<file path="src/rtl/ecc_serial_loader_if.sv">
// Operand-loader bus between the bit-serial operand source and the ECC core.
// Carries the serial mP/nP frame inputs, the core's acks, and the parallel
// operand sets with their valid flags and error pulses.
//   slave  : loader view (serial frames and acks in, parallel operands out)
//   master : source/core view (serial frames and acks out, operands in)
interface ecc_serial_loader_if #(
  parameter int unsigned BIT = 32
);
  // Serial frame inputs
  logic           i_m_P_valid;
  logic           i_nP_valid;
  logic           i_mode;
  logic           i_a;
  logic           i_b;
  logic           i_prime;
  logic           i_Px;
  logic           i_Py;
  logic           i_m;
  logic           i_nPx;
  logic           i_nPy;
  // Core handshake
  logic           i_mP_ack;
  logic           i_nP_ack;
  // Parallel operand outputs
  logic [1:0]     o_mode;
  logic [BIT-1:0] o_a;
  logic [BIT-1:0] o_b;
  logic [BIT-1:0] o_prime;
  logic [BIT-1:0] o_Px;
  logic [BIT-1:0] o_Py;
  logic [BIT-1:0] o_m;
  logic [BIT-1:0] o_nPx;
  logic [BIT-1:0] o_nPy;
  logic           o_mP_valid;
  logic           o_nP_valid;
  logic           o_frame_err;
  logic           o_overrun;
  logic           o_range_err;

  modport slave (
    input  i_m_P_valid, i_nP_valid, i_mode, i_a, i_b, i_prime, i_Px, i_Py, i_m,
    input  i_nPx, i_nPy, i_mP_ack, i_nP_ack,
    output o_mode, o_a, o_b, o_prime, o_Px, o_Py, o_m, o_nPx, o_nPy,
    output o_mP_valid, o_nP_valid, o_frame_err, o_overrun, o_range_err
  );

  modport master (
    output i_m_P_valid, i_nP_valid, i_mode, i_a, i_b, i_prime, i_Px, i_Py, i_m,
    output i_nPx, i_nPy, i_mP_ack, i_nP_ack,
    input  o_mode, o_a, o_b, o_prime, o_Px, o_Py, o_m, o_nPx, o_nPy,
    input  o_mP_valid, o_nP_valid, o_frame_err, o_overrun, o_range_err
  );
endinterface

</file>
<file path="src/rtl/ecc_serial_loader.sv">
// ecc_serial_loader: deserializes MSB-first bit-serial ECC operand frames into
// parallel BIT-wide registers and offers them to the scalar-multiplication core
// through a valid/ack handshake.
//   clk : system clock, rising edge
//   rst : asynchronous active-high reset
//   bus : ecc_serial_loader_if.slave
//         mP channel: 2-bit mode preamble then a, b, prime, Px, Py, m (BIT bits)
//         nP channel: nPx, nPy (BIT bits, no preamble)
//         o_frame_err / o_overrun: one-cycle pulses, OR of both channels
//         o_range_err: operand-not-reduced flag
// Build option: define ECC_LOADER_RANGE_CHECK_EN to add a register stage after
// each mP latch that checks a, b, Px, Py < prime and prime >= 3; mP valid then
// rises 2 cycles after the last bit instead of 1. Without it o_range_err is 0.
module ecc_serial_loader #(
  parameter int unsigned BIT = 32
) (
  input logic                clk,
  input logic                rst,
  ecc_serial_loader_if.slave bus
);

  localparam int unsigned      CntW    = $clog2(BIT + 1);
  localparam logic [CntW-1:0]  LastCnt = CntW'(BIT - 1);

  // MpMode1 is the IDLE cycle that samples mode[1]; it is never resident.
  typedef enum logic [2:0] {MpIdle, MpMode1, MpMode0, MpData, MpWaitLow} mp_state_e;
  typedef enum logic [1:0] {NpIdle, NpData, NpWaitLow} np_state_e;

  // ---------------------------------------------------------------- mP channel
  mp_state_e       mp_state_q, mp_state_d;
  logic [CntW-1:0] mp_cnt_q, mp_cnt_d;
  logic            mp_start, mp_mode1_en, mp_mode0_en, mp_shift, mp_done, mp_trunc;
  logic [1:0]      mode_sh_q;
  logic [BIT-1:0]  a_sh_q, b_sh_q, prime_sh_q, px_sh_q, py_sh_q, m_sh_q;
  logic            mp_done_q;
  logic [1:0]      mode_q;
  logic [BIT-1:0]  a_q, b_q, prime_q, px_q, py_q, m_q;
  logic            mp_set;
  logic            mp_valid_q, mp_valid_d;
  logic            mp_ovr;

  always_comb begin
    mp_state_d  = mp_state_q;
    mp_cnt_d    = mp_cnt_q;
    mp_start    = 1'b0;
    mp_mode1_en = 1'b0;
    mp_mode0_en = 1'b0;
    mp_shift    = 1'b0;
    mp_done     = 1'b0;
    mp_trunc    = 1'b0;
    unique case (mp_state_q)
      MpIdle: begin
        if (bus.i_m_P_valid) begin
          mp_start    = 1'b1;
          mp_mode1_en = 1'b1;
          mp_state_d  = MpMode0;
        end
      end
      MpMode1: mp_state_d = MpIdle;
      MpMode0: begin
        if (bus.i_m_P_valid) begin
          mp_mode0_en = 1'b1;
          mp_cnt_d    = '0;
          mp_state_d  = MpData;
        end else begin
          mp_trunc   = 1'b1;
          mp_state_d = MpIdle;
        end
      end
      MpData: begin
        if (bus.i_m_P_valid) begin
          mp_shift = 1'b1;
          mp_cnt_d = mp_cnt_q + CntW'(1);
          if (mp_cnt_q == LastCnt) begin
            mp_done    = 1'b1;
            mp_state_d = MpWaitLow;
          end
        end else begin
          mp_trunc   = 1'b1;
          mp_state_d = MpIdle;
        end
      end
      MpWaitLow: begin
        if (!bus.i_m_P_valid) mp_state_d = MpIdle;
      end
      default: mp_state_d = MpIdle;
    endcase
  end

  always_ff @(posedge clk or posedge rst) begin
    if (rst) begin
      mp_state_q <= MpIdle;
      mp_cnt_q   <= '0;
      mode_sh_q  <= '0;
      a_sh_q     <= '0;
      b_sh_q     <= '0;
      prime_sh_q <= '0;
      px_sh_q    <= '0;
      py_sh_q    <= '0;
      m_sh_q     <= '0;
      mp_done_q  <= 1'b0;
      mode_q     <= '0;
      a_q        <= '0;
      b_q        <= '0;
      prime_q    <= '0;
      px_q       <= '0;
      py_q       <= '0;
      m_q        <= '0;
      mp_valid_q <= 1'b0;
    end else begin
      mp_state_q <= mp_state_d;
      mp_cnt_q   <= mp_cnt_d;
      if (mp_mode1_en) mode_sh_q[1] <= bus.i_mode;
      if (mp_mode0_en) mode_sh_q[0] <= bus.i_mode;
      if (mp_shift) begin
        a_sh_q     <= {a_sh_q[BIT-2:0], bus.i_a};
        b_sh_q     <= {b_sh_q[BIT-2:0], bus.i_b};
        prime_sh_q <= {prime_sh_q[BIT-2:0], bus.i_prime};
        px_sh_q    <= {px_sh_q[BIT-2:0], bus.i_Px};
        py_sh_q    <= {py_sh_q[BIT-2:0], bus.i_Py};
        m_sh_q     <= {m_sh_q[BIT-2:0], bus.i_m};
      end
      mp_done_q <= mp_done;
      // Shadows are stable here: a new frame cannot shift before WAIT_LOW exits.
      if (mp_done_q) begin
        mode_q  <= mode_sh_q;
        a_q     <= a_sh_q;
        b_q     <= b_sh_q;
        prime_q <= prime_sh_q;
        px_q    <= px_sh_q;
        py_q    <= py_sh_q;
        m_q     <= m_sh_q;
      end
      mp_valid_q <= mp_valid_d;
    end
  end

  // Ack in the start cycle counts as a normal ack, so no overrun is flagged.
  always_comb begin
    mp_valid_d = mp_valid_q;
    mp_ovr     = 1'b0;
    if (mp_valid_q && bus.i_mP_ack) mp_valid_d = 1'b0;
    if (mp_start && mp_valid_q) begin
      mp_valid_d = 1'b0;
      mp_ovr     = !bus.i_mP_ack;
    end
    if (mp_set) mp_valid_d = 1'b1;
  end

`ifdef ECC_LOADER_RANGE_CHECK_EN
  logic mp_rng_q;
  logic range_hit;
  logic range_err_q, range_err_d;

  // Evaluated on the freshly latched output registers, one cycle after the latch.
  assign range_hit = (a_q >= prime_q) | (b_q >= prime_q) | (px_q >= prime_q) |
                     (py_q >= prime_q) | (prime_q < BIT'(3));
  assign mp_set      = mp_rng_q;
  assign range_err_d = mp_set ? range_hit : (mp_valid_d & range_err_q);

  always_ff @(posedge clk or posedge rst) begin
    if (rst) begin
      mp_rng_q    <= 1'b0;
      range_err_q <= 1'b0;
    end else begin
      mp_rng_q    <= mp_done_q;
      range_err_q <= range_err_d;
    end
  end

  assign bus.o_range_err = range_err_q;
`else
  assign mp_set          = mp_done_q;
  assign bus.o_range_err = 1'b0;
`endif

  // ---------------------------------------------------------------- nP channel
  np_state_e       np_state_q, np_state_d;
  logic [CntW-1:0] np_cnt_q, np_cnt_d;
  logic            np_start, np_shift, np_done, np_trunc;
  logic [BIT-1:0]  npx_sh_q, npy_sh_q;
  logic            np_done_q;
  logic [BIT-1:0]  npx_q, npy_q;
  logic            np_valid_q, np_valid_d;
  logic            np_ovr;

  // No preamble: the first valid cycle already carries data bit BIT-1.
  always_comb begin
    np_state_d = np_state_q;
    np_cnt_d   = np_cnt_q;
    np_start   = 1'b0;
    np_shift   = 1'b0;
    np_done    = 1'b0;
    np_trunc   = 1'b0;
    unique case (np_state_q)
      NpIdle: begin
        if (bus.i_nP_valid) begin
          np_start   = 1'b1;
          np_shift   = 1'b1;
          np_cnt_d   = CntW'(1);
          np_state_d = NpData;
        end
      end
      NpData: begin
        if (bus.i_nP_valid) begin
          np_shift = 1'b1;
          np_cnt_d = np_cnt_q + CntW'(1);
          if (np_cnt_q == LastCnt) begin
            np_done    = 1'b1;
            np_state_d = NpWaitLow;
          end
        end else begin
          np_trunc   = 1'b1;
          np_state_d = NpIdle;
        end
      end
      NpWaitLow: begin
        if (!bus.i_nP_valid) np_state_d = NpIdle;
      end
      default: np_state_d = NpIdle;
    endcase
  end

  always_comb begin
    np_valid_d = np_valid_q;
    np_ovr     = 1'b0;
    if (np_valid_q && bus.i_nP_ack) np_valid_d = 1'b0;
    if (np_start && np_valid_q) begin
      np_valid_d = 1'b0;
      np_ovr     = !bus.i_nP_ack;
    end
    if (np_done_q) np_valid_d = 1'b1;
  end

  always_ff @(posedge clk or posedge rst) begin
    if (rst) begin
      np_state_q <= NpIdle;
      np_cnt_q   <= '0;
      npx_sh_q   <= '0;
      npy_sh_q   <= '0;
      np_done_q  <= 1'b0;
      npx_q      <= '0;
      npy_q      <= '0;
      np_valid_q <= 1'b0;
    end else begin
      np_state_q <= np_state_d;
      np_cnt_q   <= np_cnt_d;
      if (np_shift) begin
        npx_sh_q <= {npx_sh_q[BIT-2:0], bus.i_nPx};
        npy_sh_q <= {npy_sh_q[BIT-2:0], bus.i_nPy};
      end
      np_done_q <= np_done;
      if (np_done_q) begin
        npx_q <= npx_sh_q;
        npy_q <= npy_sh_q;
      end
      np_valid_q <= np_valid_d;
    end
  end

  // ---------------------------------------------------------------- shared pulses
  logic frame_err_q, overrun_q;

  always_ff @(posedge clk or posedge rst) begin
    if (rst) begin
      frame_err_q <= 1'b0;
      overrun_q   <= 1'b0;
    end else begin
      frame_err_q <= mp_trunc | np_trunc;
      overrun_q   <= mp_ovr | np_ovr;
    end
  end

  assign bus.o_mode      = mode_q;
  assign bus.o_a         = a_q;
  assign bus.o_b         = b_q;
  assign bus.o_prime     = prime_q;
  assign bus.o_Px        = px_q;
  assign bus.o_Py        = py_q;
  assign bus.o_m         = m_q;
  assign bus.o_nPx       = npx_q;
  assign bus.o_nPy       = npy_q;
  assign bus.o_mP_valid  = mp_valid_q;
  assign bus.o_nP_valid  = np_valid_q;
  assign bus.o_frame_err = frame_err_q;
  assign bus.o_overrun   = overrun_q;

endmodule

</file>
<file path="src/flat_wrapper.sv">
// flat-port wrapper written by rule: the top's interface ports become plain ports
module ecc_serial_loader_flat 
#(
  parameter int unsigned BIT = 32
)
  (clk, rst, bus_i_m_P_valid, bus_i_nP_valid, bus_i_mode, bus_i_a, bus_i_b, bus_i_prime, bus_i_Px, bus_i_Py, bus_i_m, bus_i_nPx, bus_i_nPy, bus_i_mP_ack, bus_i_nP_ack, bus_o_mode, bus_o_a, bus_o_b, bus_o_prime, bus_o_Px, bus_o_Py, bus_o_m, bus_o_nPx, bus_o_nPy, bus_o_mP_valid, bus_o_nP_valid, bus_o_frame_err, bus_o_overrun, bus_o_range_err);
  ecc_serial_loader_if #(.BIT(BIT)) bus_i ();
  input logic clk;
  input logic rst;
  input wire logic [$bits(bus_i.i_m_P_valid)-1:0] bus_i_m_P_valid;
  input wire logic [$bits(bus_i.i_nP_valid)-1:0] bus_i_nP_valid;
  input wire logic [$bits(bus_i.i_mode)-1:0] bus_i_mode;
  input wire logic [$bits(bus_i.i_a)-1:0] bus_i_a;
  input wire logic [$bits(bus_i.i_b)-1:0] bus_i_b;
  input wire logic [$bits(bus_i.i_prime)-1:0] bus_i_prime;
  input wire logic [$bits(bus_i.i_Px)-1:0] bus_i_Px;
  input wire logic [$bits(bus_i.i_Py)-1:0] bus_i_Py;
  input wire logic [$bits(bus_i.i_m)-1:0] bus_i_m;
  input wire logic [$bits(bus_i.i_nPx)-1:0] bus_i_nPx;
  input wire logic [$bits(bus_i.i_nPy)-1:0] bus_i_nPy;
  input wire logic [$bits(bus_i.i_mP_ack)-1:0] bus_i_mP_ack;
  input wire logic [$bits(bus_i.i_nP_ack)-1:0] bus_i_nP_ack;
  output wire logic [$bits(bus_i.o_mode)-1:0] bus_o_mode;
  output wire logic [$bits(bus_i.o_a)-1:0] bus_o_a;
  output wire logic [$bits(bus_i.o_b)-1:0] bus_o_b;
  output wire logic [$bits(bus_i.o_prime)-1:0] bus_o_prime;
  output wire logic [$bits(bus_i.o_Px)-1:0] bus_o_Px;
  output wire logic [$bits(bus_i.o_Py)-1:0] bus_o_Py;
  output wire logic [$bits(bus_i.o_m)-1:0] bus_o_m;
  output wire logic [$bits(bus_i.o_nPx)-1:0] bus_o_nPx;
  output wire logic [$bits(bus_i.o_nPy)-1:0] bus_o_nPy;
  output wire logic [$bits(bus_i.o_mP_valid)-1:0] bus_o_mP_valid;
  output wire logic [$bits(bus_i.o_nP_valid)-1:0] bus_o_nP_valid;
  output wire logic [$bits(bus_i.o_frame_err)-1:0] bus_o_frame_err;
  output wire logic [$bits(bus_i.o_overrun)-1:0] bus_o_overrun;
  output wire logic [$bits(bus_i.o_range_err)-1:0] bus_o_range_err;
  assign bus_i.i_m_P_valid = bus_i_m_P_valid;
  assign bus_i.i_nP_valid = bus_i_nP_valid;
  assign bus_i.i_mode = bus_i_mode;
  assign bus_i.i_a = bus_i_a;
  assign bus_i.i_b = bus_i_b;
  assign bus_i.i_prime = bus_i_prime;
  assign bus_i.i_Px = bus_i_Px;
  assign bus_i.i_Py = bus_i_Py;
  assign bus_i.i_m = bus_i_m;
  assign bus_i.i_nPx = bus_i_nPx;
  assign bus_i.i_nPy = bus_i_nPy;
  assign bus_i.i_mP_ack = bus_i_mP_ack;
  assign bus_i.i_nP_ack = bus_i_nP_ack;
  assign bus_o_mode = bus_i.o_mode;
  assign bus_o_a = bus_i.o_a;
  assign bus_o_b = bus_i.o_b;
  assign bus_o_prime = bus_i.o_prime;
  assign bus_o_Px = bus_i.o_Px;
  assign bus_o_Py = bus_i.o_Py;
  assign bus_o_m = bus_i.o_m;
  assign bus_o_nPx = bus_i.o_nPx;
  assign bus_o_nPy = bus_i.o_nPy;
  assign bus_o_mP_valid = bus_i.o_mP_valid;
  assign bus_o_nP_valid = bus_i.o_nP_valid;
  assign bus_o_frame_err = bus_i.o_frame_err;
  assign bus_o_overrun = bus_i.o_overrun;
  assign bus_o_range_err = bus_i.o_range_err;
  ecc_serial_loader #(.BIT(BIT)) u_core (.clk(clk), .rst(rst), .bus(bus_i));
endmodule
</file>
<file path="config.mk">
export PLATFORM = sky130hd
export DESIGN_NAME = ecc_serial_loader_flat
export DESIGN_NICKNAME = d
export VERILOG_FILES = /design/src/rtl/ecc_serial_loader_if.sv /design/src/rtl/ecc_serial_loader.sv /design/src/flat_wrapper.sv
export SDC_FILE = /design/constraint.sdc
export NUM_CORES = 1
export LEC_CHECK = 0
export CORE_MARGIN = 3
export CORE_UTILIZATION = 45
export CTS_CLUSTER_DIAMETER = 40
export DETAILED_ROUTE_END_ITERATION = 8
export PLACE_DENSITY = 0.68
export SKIP_LAST_GASP = 1
export SYNTH_ARGS = -nofsm -noshare
export SYNTH_HDL_FRONTEND = slang
export SYNTH_SLANG_ARGS = --single-unit
export TNS_END_PERCENT = 100
</file>
<file path="constraint.sdc">
create_clock -name clk -period 39.2 [get_ports clk]
set_input_delay 3.92 -clock clk [delete_from_list [all_inputs] [get_ports clk]]
set_output_delay 3.92 -clock clk [all_outputs]
set_load 0.02 [all_outputs]
</file>
==> metrics, run 1 <==
Nets=1897; clock root buffer=clkbuf_16; Ports=278; hold slack=0.475 ns; Mapped Cells=1603; Hold Path Class=flop to flop; area of placed instances=0.0234 mm2; Synth top cells by count=589 x nand2_1, 539 x dfrtp_1, 327 x mux2_2; largest area contributor in the netlist=dfrtp_1; worst r2r path cells=5; EDFF count, synth=0; count of final setup violators=0; top sig layer=met4; Async SR Flop Fraction=1.00; final hold vios=0; TritonRoute pass-1 iters=5; main area contributors after synthesis=dfrtp_1 67%, mux2_2 18%, nand2_1 11%; fin crit period=7.16 ns; PortBufs=276; Setup WS pre-CTS=31.27 ns; Setup TNS=0 ns; Yosys reg bits=539; first-pass GRT wire length=69400 um; cell area power density=50.9 mW/mm2; Hold-fix buffers, CTS=0; CTS tree=yes; Vias/cell=4.91; ratio of final minimum period to clock period=0.183; GRT Total Usage=0.180; share of layout cells above drive strength 1=0.239; wire per inst=16.6 um; H-tree depth=3; Initial Util=0.457; post-synth top area share=0.665; post-cts resize count=0; area grow syn2layout=27.3%; Post-synth top flop=dfrtp_1; Seq/Total Area, Yosys=0.665; number of diodes=0; TritonCTS Sinks=539; Post-DP HPWL=25900 um; Synthesized Nets=1620; final WL=42100 um; GPL Wtd Cong=0.750; library cells used by synthesis=35; fin area=0.0258 mm2; FMAX=140 MHz; Worst Slack Setup Final=32.04 ns; Pleak=12.9 nW; initial drt markers=847; DR WL met2=19100 um; FF/Latch Area=0.0135 mm2; footprint of the multi-input gates=0.00633 mm2; clk buf depth=3; CP Capture Type=async pin; Fillers=3606; total CTS buffers=71; clock slew at reported path FFs=0.06 ns; Antenna Nets Post-Route=0; Die Ht=218 um; Post-CTS Setup Inserts=0; yosys synthesis warning count=0; clock latency on the worst-skew pair=0.58 ns; Core Footprint=0.0444 mm2; WL met3=3250 um; synthesized area per cell=12.7 um2; Non-Filler Instances=2528; maximum vdd ir drop=0.0356 mV; CP Data Required Time=39.69 ns; global route overflow=0; count leader, synth=nand2_1; Remaining DRCs=0; FP Rows=77; Cell Count Post-Placement=2399; Worst Path Arrival=7.66 ns; Max-Cap Viols=0; critical path class=primary input to async pin; vias=12400; Met1 Wirelength=18600 um; Die W=218 um; clk_skew=0.0157 ns; hold depth=2; Final Max Tran Viols=0; relative slew slack=0.307; pin count of the biggest net entering global routing=106; total power=1.32 mW; Synth Cell Area=0.0203 mm2; die footprint=0.0477 mm2; RSZ-0062 raised after global routing=no; transition time of the tightest slew-check pin=1.04 ns; antenna violations before repair=0; outcome=finished, final reports clean; largest fanout on the critical path=105; setup slack, reg-to-reg=35.80 ns; Layout Utilization=0.581; vias in the first global route=12900; CP Launch Type=primary input
path summary, 6_finish.rpt:
check | start | to
worst max register to register | u_core.mp_state_q[0]$_DFFE_PP0P_ | u_core.m_sh_q[26]$_DFFE_PP0P_
worst max-delay path | rst | u_core.mp_done_q$_DFF_PP0_
worst min-delay path | u_core.prime_sh_q[31]$_DFFE_PP0P_ | u_core.prime_sh_q[31]$_DFFE_PP0P_
max in group clk | bus_i_m_P_valid | u_core.m_sh_q[26]$_DFFE_PP0P_
min in group asynchronous | rst | u_core.bus.o_prime[8]$_DFFE_PP0P_
worst min register to register | u_core.prime_sh_q[31]$_DFFE_PP0P_ | u_core.prime_sh_q[31]$_DFFE_PP0P_
final cells by class:
type                    instances  share of cell area
clock buffers                  91              0.0761
multi-input cells             977               0.245
well taps                     592              0.0287
inverters                       2            0.000581
repair buffers                289               0.111
flip-flops and latches        539               0.522
clock inverters                38              0.0165
layer usage:
metal | global-route usage | vias up
li1 | - | 5827
met1 | 0.241 | 6262
met2 | 0.273 | 258
met3 | 0.0662 | 69
met4 | 0.0609 | 0
met5 | 0 | -
power by group:
part           switching (mW)  total, mW  internal [mW]
sequential             0.0258      0.618          0.592
combinational          0.0274     0.0564         0.0290
clock                   0.242      0.641          0.399
cells in the final DEF (no fill, tap or decap), drive strengths merged, types with 2 or more instances in the layout:
| cell | count |
|---|---|
| nand2 | 589 |
| a22o | 4 |
| nor3 | 2 |
| nor2b | 3 |
| nor2 | 4 |
| o311ai | 2 |
| clkdlybuf4s50 | 276 |
| o31ai | 2 |
| clkinv | 13 |
| o21bai | 2 |
| nor3b | 3 |
| ha | 2 |
| o211ai | 2 |
| or3 | 2 |
| buf | 13 |
| a21oi | 2 |
| o32ai | 2 |
| dfrtp | 539 |
| nand2b | 4 |
| inv | 14 |
| mux2 | 327 |
| clkinvlp | 7 |
| or3b | 2 |
| nand3 | 5 |
| bufinv | 6 |
| o21ai | 5 |
| clkbuf | 91 |
| nor4 | 3 |
| nand3b | 2 |
kinds of logic after synthesis:
logic type,Yosys count,synth area share
AND/OR/NAND/NOR,622,0.119
flip-flops,539,0.665
multiplexers,328,0.182
buffers and inverters,87,0.0236
AO/OA/AOI/OAI,23,0.00814
adder cells (fa/ha/maj),2,0.00123
other,1,0.000185
XOR/XNOR,1,0.000432
critical path, stage by stage:
cell and delay [ns]:
clkdlybuf4s50_1 0.53, inv_8 0.52, buf_4 0.76, buf_4 0.89, buf_4 0.82
No activity file was read; power rests on OpenSTA's default activity.
==> run 2, diff against run 1 <==
Clock period 39.2 ns to 7.3 ns, I/O delays scaled along.
==> metrics, run 2 (synthesis results as in run 1) <==
first-pass GRT wire length=68200 um (was 69400 um); fin crit period=2.49 ns; Post-DP HPWL=25200 um (was 25900 um); Die Ht=218 um (unchanged); RSZ-0062 raised after global routing=no (unchanged); Nets=1897 (unchanged); clock latency on the worst-skew pair=0.59 ns (was 0.58 ns); count of final setup violators=0 (unchanged); die footprint=0.0477 mm2 (unchanged); H-tree depth=3 (unchanged); share of layout cells above drive strength 1=0.239 (about the same); vias in the first global route=12700 (was 12900); Max-Cap Viols=0 (unchanged); Core Footprint=0.0444 mm2 (unchanged); pin count of the biggest net entering global routing=193 (was 106); CTS tree=yes (unchanged); initial drt markers=933 (was 847); relative slew slack=0.283 (was 0.307); PortBufs=276 (unchanged); Remaining DRCs=0 (unchanged); Sw Pwr=1.61 mW (was 295 uW); Worst Path Arrival=3.00 ns (was 7.66 ns); CP Data Required Time=7.81 ns (was 39.69 ns); Pleak=13.0 nW (was 12.9 nW); final WL=41300 um (was 42100 um); Pint=5.52 mW (was 1.02 mW); clk buf depth=3 (unchanged); antenna violations before repair=1 (was 0); Initial Util=0.457 (unchanged); Setup TNS=0 ns (unchanged); TritonRoute pass-1 iters=5 (unchanged); GRT Total Usage=0.177 (was 0.180); TritonCTS Sinks=539 (unchanged); Die W=218 um (unchanged); final hold vios=0 (unchanged); total power=7.14 mW (was 1.32 mW); clock root buffer=clkbuf_16 (unchanged); Setup WS pre-CTS=4.23 ns (was 31.27 ns); most frequent cells in the layout=589 x nand2_1, 537 x dfrtp_1, 327 x mux2_2 (unchanged); commonest non-fill, non-tap cell in the layout=nand2_1 (unchanged); clk_skew=0.0213 ns (was 0.0157 ns); maximum vdd ir drop=0.190 mV (was 0.0356 mV); GPL Wtd Cong=0.730 (was 0.750); Layout Utilization=0.584 (was 0.581); FP Rows=77 (unchanged); total CTS buffers=73 (was 71); cell area power density=275 mW/mm2 (was 50.9 mW/mm2); Hold-fix buffers, CTS=0 (unchanged); CP Launch Type=primary input (unchanged); Hold Path Class=flop to flop (unchanged); Post-CTS Setup Inserts=0 (unchanged); number of diodes=0 (unchanged); Seq pwr share=0.465 (was 0.470); Antenna Nets Post-Route=0 (unchanged); ratio of final minimum period to clock period=0.342; Fillers=3607 (was 3606); global route overflow=0 (unchanged); CP Capture Type=flop (was async pin); wire per inst=16.4 um (was 16.6 um); Comb pwr share=0.043 (about the same); area grow syn2layout=27.8% (was 27.3%); Vias/cell=4.92 (was 4.91); setup slack, reg-to-reg=4.91 ns (was 35.80 ns); transition time of the tightest slew-check pin=1.08 ns (was 1.04 ns); Ports=278 (unchanged); vias=12400 (about the same); FMAX=401 MHz; largest fanout on the critical path=133 (was 105); critical path class=primary input to flop (was primary input to async pin); Clk pwr share=0.492 (was 0.487); Worst Slack Setup Final=4.81 ns (was 32.04 ns); clock slew at reported path FFs=0.06 ns (about the same); Switching Fraction=0.226 (was 0.225); post-cts resize count=0 (unchanged); outcome=finished, final reports clean (unchanged); Final Max Tran Viols=0 (unchanged)
run 2: cell count changes in the layout (fill, tap and decap cells not counted):
cell	before	now
clkinv_2	7	6
buf_4	13	7
clkbuf_16	73	74
clkinv_8	0	3
buf_12	0	4
clkbuf_8	7	8
clkbuf_1	11	10
inv_8	1	4
inv_6	12	7
run 2: critical path: stages:
cell and delay [ns]:
clkdlybuf4s50_1 0.56, and4b_4 0.79, buf_12 0.52, nand2_1 0.12
nand2_1 0.09
run 2: path summary, 6_finish.rpt:
check | start | endpoint | depth (start not counted)
max in group asynchronous | rst | u_core.px_sh_q[27]$_DFFE_PP0P_ | 4
worst max register to register | u_core.mp_done_q$_DFF_PP0_ | u_core.bus.o_a[13]$_DFFE_PP0P_ | 2
worst max-delay path | bus_i_m_P_valid | u_core.a_sh_q[11]$_DFFE_PP0P_ | 5
min in group asynchronous | rst | u_core.bus.o_nPx[2]$_DFFE_PP0P_ | 2
worst min register to register | u_core.prime_sh_q[31]$_DFFE_PP0P_ | u_core.prime_sh_q[31]$_DFFE_PP0P_ | 2
worst min-delay path | u_core.prime_sh_q[31]$_DFFE_PP0P_ | u_core.prime_sh_q[31]$_DFFE_PP0P_ | 2
run 2: through the flow:
stage / std cells / hold slack [ns] / cell area, um2
6_report: 2527 / 0.480 / 25900
3_5_place_dp: 2397 / 0.464 / 23500
3_3_place_gp: 2397 / 0.456 / 23500
4_1_cts: 2527 / 0.483 / 25900
5_1_grt: 2527 / 0.498 / 25900
2_1_floorplan: 1603 / 0.440 / 20300
run 2: area by class of cell:
| type | count | area [um2] | area share |
|---|---|---|---|
| sequential | 539 | 13500 | 0.520 |
| multi-input combinational | 977 | 6330 | 0.244 |
| timing repair buffer | 287 | 2900 | 0.112 |
| clock buffer | 92 | 2000 | 0.0771 |
| tap | 592 | 741 | 0.0286 |
| clock inverter | 38 | 463 | 0.0179 |
| inverter | 2 | 11.3 | 0.000434 |
run 2: power groups by stage:
stage	logic, mW	clock network (mW)	registers, mW
finish	0.304	3.51	3.32
global route	0.348	3.75	3.35
CTS	0.315	3.61	3.32
detailed placement	0.312	0	3.37
global placement	0.300	0	3.36
floorplan	0.258	0	3.33
run 2: per-layer routing:
layer | global-route usage | share of wire | wire length [um] | vias up
li1 | - | - | - | 5810
met1 | 0.237 | 0.44 | 18300 | 6282
met2 | 0.271 | 0.46 | 19100 | 267
met3 | 0.0687 | 0.075 | 3110 | 60
met4 | 0.0498 | 0.019 | 784 | 2
met5 | 0 | 0.00031 | 13 | -
